`src/rtl/valid_flush_ctrl.sv`:
```
// Sweeps the cache valid memory and clears valid bits for one line (invalidate)
// or every line (flush); busy stalls the controller while a sweep runs.
module valid_flush_ctrl #(
   parameter int INDEX_LEN   = 8,
   parameter int NUM_CACHE_L = 256
) (
   input  logic                 clk,
   input  logic                 reset,
   input  logic                 flush_req,
   input  logic                 inv_req,
   input  logic [INDEX_LEN-1:0] inv_index,
   output logic                 vm_rd,
   output logic [INDEX_LEN-1:0] vm_index,
   input  logic                 vm_valid,
   output logic                 vm_clr,
   output logic [INDEX_LEN-1:0] vm_clr_index,
   output logic                 busy,
   output logic                 done,
   output logic [INDEX_LEN:0]   inv_count
);

   typedef enum logic [2:0] {
      S_IDLE,
      S_READ,
      S_CHECK,
      S_CLEAR,
      S_DONE
   } state_t;

   typedef enum logic {
      M_SINGLE,
      M_FLUSH
   } mode_t;

   localparam logic [INDEX_LEN-1:0] LAST_IDX = INDEX_LEN'(NUM_CACHE_L - 1);

   state_t               r_state;
   mode_t                r_mode;
   logic [INDEX_LEN-1:0] r_idx;
   logic                 r_vm_rd;
   logic [INDEX_LEN-1:0] r_vm_index;
   logic                 r_vm_clr;
   logic [INDEX_LEN-1:0] r_vm_clr_index;
   logic                 r_busy;
   logic                 r_done;
   logic [INDEX_LEN:0]   r_inv_count;

   logic                 w_last;
   logic [INDEX_LEN-1:0] w_idx_nxt;

   assign w_last    = (r_mode == M_SINGLE) || (r_idx == LAST_IDX);
   assign w_idx_nxt = r_idx + INDEX_LEN'(1);

   // Outputs are registered on entry to the state that owns them, so each
   // strobe is visible during that state's cycle.
   always_ff @(posedge clk) begin
      if (reset) begin
         r_state        <= S_IDLE;
         r_mode         <= M_SINGLE;
         r_idx          <= '0;
         r_vm_rd        <= 1'b0;
         r_vm_index     <= '0;
         r_vm_clr       <= 1'b0;
         r_vm_clr_index <= '0;
         r_busy         <= 1'b0;
         r_done         <= 1'b0;
         r_inv_count    <= '0;
      end else begin
         r_vm_rd  <= 1'b0;
         r_vm_clr <= 1'b0;
         r_done   <= 1'b0;
         case (r_state)
            S_IDLE: begin
               if (flush_req || inv_req) begin
                  r_mode      <= flush_req ? M_FLUSH : M_SINGLE;
                  r_idx       <= flush_req ? '0 : inv_index;
                  r_vm_index  <= flush_req ? '0 : inv_index;
                  r_vm_rd     <= 1'b1;
                  r_inv_count <= '0;
                  r_busy      <= 1'b1;
                  r_state     <= S_READ;
               end
            end
            S_READ: begin
               r_state <= S_CHECK;
            end
            S_CHECK: begin
               if (vm_valid) begin
                  r_vm_clr       <= 1'b1;
                  r_vm_clr_index <= r_idx;
                  r_inv_count    <= r_inv_count + (INDEX_LEN+1)'(1);
                  r_state        <= S_CLEAR;
               end else if (w_last) begin
                  r_done  <= 1'b1;
                  r_state <= S_DONE;
               end else begin
                  r_idx      <= w_idx_nxt;
                  r_vm_index <= w_idx_nxt;
                  r_vm_rd    <= 1'b1;
                  r_state    <= S_READ;
               end
            end
            S_CLEAR: begin
               if (w_last) begin
                  r_done  <= 1'b1;
                  r_state <= S_DONE;
               end else begin
                  r_idx      <= w_idx_nxt;
                  r_vm_index <= w_idx_nxt;
                  r_vm_rd    <= 1'b1;
                  r_state    <= S_READ;
               end
            end
            S_DONE: begin
               r_busy  <= 1'b0;
               r_state <= S_IDLE;
            end
            default: begin
               r_busy  <= 1'b0;
               r_state <= S_IDLE;
            end
         endcase
      end
   end

   assign vm_rd        = r_vm_rd;
   assign vm_index     = r_vm_index;
   assign vm_clr       = r_vm_clr;
   assign vm_clr_index = r_vm_clr_index;
   assign busy         = r_busy;
   assign done         = r_done;
   assign inv_count    = r_inv_count;

endmodule

```
`config.mk`:
```
export PLATFORM = sky130hd
export DESIGN_NAME = valid_flush_ctrl
export DESIGN_NICKNAME = d
export VERILOG_FILES = /design/src/rtl/valid_flush_ctrl.sv
export SDC_FILE = /design/constraint.sdc
export NUM_CORES = 1
export LEC_CHECK = 0
export CAP_MARGIN = 15
export CORE_MARGIN = 5
export CORE_UTILIZATION = 45
export CTS_BUF_LIST = sky130_fd_sc_hd__clkbuf_4
export CTS_CLUSTER_SIZE = 30
export DETAILED_ROUTE_END_ITERATION = 12
export PLACE_DENSITY = 0.84
export SYNTH_ARGS = -nofsm -noshare
export SYNTH_HDL_FRONTEND = slang
export SYNTH_SLANG_ARGS = --single-unit
export TNS_END_PERCENT = 100
```
`constraint.sdc`:
```
create_clock -name clk -period 2.1 [get_ports clk]
set_input_delay 0.315 -clock clk [delete_from_list [all_inputs] [get_ports clk]]
set_output_delay 0.315 -clock clk [all_outputs]
set_load 0.02 [all_outputs]
```
======== Yosys cells after proc, flatten, opt, wreduce, memory -nomap -nowiden ========
Cells that the tools add are included.
word-level totals
  bits in registers ....................... 41
  bits of input ports ..................... 13
  output and inout bits ................... 29
  logic and storage cells ................. 60
cells by class
  add/subtract/negate cells ............... 2
  equality and inequality tests ........... 7
  mux-type cells .......................... 26
  bitwise operators ....................... 3
  reduce and logical (&&, ||, !) cells .... 12
operators with widths
  operator                                                               number
  8-bit 2-to-1 mux                                                       6
  8-bit one-hot mux with 3 select lines                                  2
  9-bit 2-to-1 mux                                                       2
  9-bit one-hot mux with 2 select lines                                  1
  3-bit one-hot mux with 4 select lines                                  1
  9-bit by 1-bit adder with 9-bit output, second input constant          1
  3-bit 2-to-1 mux                                                       3
  8-bit by 1-bit adder with 8-bit output, second input constant          1
  8-bit equality test, second input constant                             1
  1-bit 2-to-1 mux                                                       8
  3-bit by 2-bit equality test with 1-bit output, second input constant  2
  2-bit inequality test, second input constant                           3
  2-bit AND reduction                                                    3
  3-bit AND reduction                                                    2
  1-bit one-hot mux with 2 select lines                                  2
  3-bit by 1-bit equality test with 1-bit output, second input constant  1
  3-bit logical NOT                                                      1
  1-bit NOT                                                              3
  1-bit one-hot mux with 3 select lines                                  1
  3-bit nonzero test                                                     1
  3-bit OR reduction                                                     1
  1-bit logical OR                                                       2
  2-bit nonzero test                                                     1
  2-bit OR reduction                                                     1

======== Logic depth before layout (Yosys ltp) ========
  word-level depth ........................ 5
  depth in mapped cells ................... 7
  depth with buffers taken out ............ 6

======== Worst setup path before layout ========
Ideal clock, no wire load.
  kind .................................... reg-to-reg
  start ................................... reg, netlist name vm_index[0]
  end ..................................... reg r_vm_index[2] (netlist: vm_index[2])
  setup time .............................. 0.132 ns
  data arrival time ....................... 1.676 ns
  required time ........................... 1.968 ns
  slack ................................... 0.292 ns
  cell stages (with the launch flop) ...... 8
  path buffers ............................ 1
  period minus slack after synthesis ...... 1.808 ns
  path through ............................ dfxtp_1 -> ha_1 -> nand4_1 -> o21ai_1 -> a221o_1 -> buf_6 -> o21ai_1 -> o31ai_2
RTL lines
  what                  RTL line  source
  to (signal assigned)  77        r_vm_index <= flush_req ? '0 : inv_index;
  to (signal assigned)  98        r_vm_index <= w_idx_nxt;
  to (signal assigned)  109       r_vm_index <= w_idx_nxt;
  to (decl)             41        logic [INDEX_LEN-1:0] r_vm_index;

==> qor.yml <==
status:
  status: "finished, final reports clean"
route:
  wl_um: 3761
  drtIter0Drc: 92
  routedWlPerCell_um: 13.73
  drt.antenna.violating_nets: 0
  drc: 0
  viasPerCell: 5.281
  vias: 1447
  dr.pass1.iters: 4
pwr:
  combPwrFrac_pct: 25.2
  switching_share_pct: 30.79
  leakage_uw: 0.0007245
  switching_power_uw: 424.8
  power_frac_seq_pct: 50.8
  p_per_area_nw_per_um2: 665.0
  pwr-share-clk_pct: 24.0
  ir_drop_v: 0.0002854
  p_int_uw: 954.9
floorplanning:
  core_um2: 3311
  die_area_um2: 4657
  chipWidth_um: 68.24
  initial_core_util_pct: 46.11
  fp.dieH_um: 68.24
  pin_count: 42
  num_rows: 21
min_path:
  hold_path_class: "flop to flop"
  worstHoldEndpoint: "vm_clr_index[5]"
  min_from: "vm_clr_index[5]"
  worstHoldPathCells: 2
sta:
  holdWs_ps: 462.0
  report.final.setup_viol: 0
  grt_setup_unrepaired: "false"
  timing.final.crit_share_pct: 85.11
  max_freq_ghz: 0.5595
  setup_tns_ps: 0
  tightest_slew_ps: 459.9
  maxSlewHeadroom_pct: 69.23
  fin_skew_ps: 8.757
  slew_viol_final: 0
  hold_viol: 0
  period_minus_slack_ps: 1787
layout:
  seqCellArea_um2: 660.6
  nFillCells: 310
  nNetsFinal: 243
  design_area_um2: 2074
  n_antenna_cell: 0
  instances_no_fill: 274
  area_growth_pct: 35.90
  multi_input_area_um2: 814.5
  final_core_utilization_pct: 62.66
  drive_gt1_share_pct: 10.96
clocking:
  numCtsBuffers: 5
  cts_max_level: 2
  cts_buffer_depth: 2
  clk_latency_ps: 330
  clock_sinks: 33
  postCtsSetupBuffers: 0
  cts_root_buffer: "clkbuf_4"
  cts.clk_slew.worst_paths_ps: 100
  cts_hold_buf: 0
  cts_tree: "yes"
  cts_resized: 0
placed_design:
  place_inst: 267
  dp_hpwl_um: 2784
  placed_cell_area_um2: 2026
  io_buffers: 41
  gp_congestion: 0.8374
setup_path:
  slowest_delay_ps: 360
  ff2ff_setup_slack_ps: 310
  crit_path_top_delay_cell: "a221o_1"
  path_cells: "ha_1 -> nand4_1 -> o21ai_1 -> a221o_1 -> buf_4 -> or2_0 -> a21oi_1"
  critPathMaxFanout: 16
  cpLargestDelayFamily: "compound AO/OA/AOI/OAI gates"
  worst-r2r-cell-count: 7
  crit_required_ps: 2370
  r2r_start: "vm_index[0]"
  reg2reg_to: "vm_index[3]"
  start_kind: "flop"
  path_buf_inv: 1
  critPathCaptureType: "flop"
  path_class: "flop to flop"
  worst-endpoint-arrival_ps: 2060
yosys:
  yosys_register_bits: 33
  ys.flop_type: "dfxtp_1"
  synthArstFlopShare_pct: 0
  seq_area_frac_synth_pct: 43.28
  synthTopCellsByCount: "dfxtp_1, nand2_1, nor2_1"
  synth_edf_count: 0
  yosys.area.top_type: "dfxtp_1"
  syn_inst: 178
  yosysMostFrequentCell: "dfxtp_1"
  synth_cell_types: 39
  synth_area_um2: 1526
  synth_nets: 193
  ys.warnings.count: 0
  ys_top_cells_by_area: "dfxtp_1, a21oi_1, nand2_1"
  synth_top_area_share_pct: 43.28
  avgSynthCellArea_um2: 8.576
global_routing:
  grt_max_degree: 22
  grt_pass1_wl_um: 6210
  grt_pass1_vias: 1367
  grt.overflow.total: 0
  antenna_found_initial: 0
  grtUsageTotal_pct: 17.99
run:
  maxCapViolations: 0
-- worst max-delay path by stage --
| stage | end | startpoint | cells past startpoint | slack, ps |
|---|---|---|---|---|
| 3_5_place_dp | inv_count[8] | inv_req | 7 | 150 |
| 6_report | vm_index[3] | vm_index[0] | 7 | 310 |
| 3_3_place_gp | vm_index[3] | flush_req | 6 | 210 |
| 5_1_grt | vm_index[3] | vm_index[0] | 7 | 180 |
| 4_1_cts | vm_index[2] | vm_index[2] | 1 | 290 |
| 2_1_floorplan | vm_index[2] | vm_index[0] | 7 | 290 |
-- stage by stage --
step                      total power (uW)  worst slack (ps)
after floorplan                      923.4             291.9
after global placement                1054             206.2
after detailed placement              1062             148.4
after CTS                             1394             292.4
after global routing                  1453             180.7
final                                 1380             312.8
-- state kept, by name, indices dropped and copies added, names as in the netlist --
register,count
busy,1
r_state,3
vm_rd,1
done,1
inv_count,9
vm_index,8
vm_clr_index,8
vm_clr,1
r_mode,1
-- cell usage in the layout (no fill, tap or decap), types with 2 or more instances in the layout --
cell type,count
xor2_1,7
clkdlybuf4s50_1,41
nand3_1,3
nor2b_1,3
dfxtp_1,33
nand2b_1,8
buf_4,10
and3_1,2
nor3_1,9
nand2_1,23
nor4_1,2
or2_0,2
clkbuf_4,6
nor2_1,19
o21ai_1,3
a21oi_1,18
a211oi_1,2
a21oi_2,2
inv_1,2
and2_1,2
o21ai_0,4
o32ai_2,3
ha_1,2
nand4_1,8
-- cell families after synthesis --
kind of cell,synth area share (%)
multiplexers,1.393
flip-flops,43.28
AO/OA/AOI/OAI,19.51
XOR/XNOR,4.016
buffers and inverters,3.361
AND/OR/NAND/NOR,26.80
adder cells (fa/ha/maj),1.639
-- final cells by class --
| type | count | area share [%] |
|---|---|---|
| clock buffers | 6 | 2.171 |
| repair buffers | 51 | 23.40 |
| multi-input cells | 135 | 39.26 |
| clock inverters | 1 | 0.1809 |
| flip-flops and latches | 33 | 31.85 |
| inverters | 2 | 0.3619 |
| well taps | 46 | 2.774 |
-- power groups by stage --
stage	clock network (uW)	registers [uW]	logic, uW
floorplan	0	736	188
global placement	0	713	341
detailed placement	0	715	347
CTS	344	700	349
global route	366	706	381
finish	332	701	347
-- tightest hold or removal path, delay by kind of cell (launching register included) --
family	cells	cell delay, ps
AND/OR/NAND/NOR	1	50
AO/OA/AOI/OAI	1	50
flip-flops	1	320
-- layer usage --
layer	GRT usage (%)	part of all wire (%)	wire (um)
met1	20.98	42	1598
met2	30.81	51	1935
met3	3.448	6.0	227
met4	9.677	0	0
met5	0	0	0
Note: power is estimated with default switching activity, not from simulation.
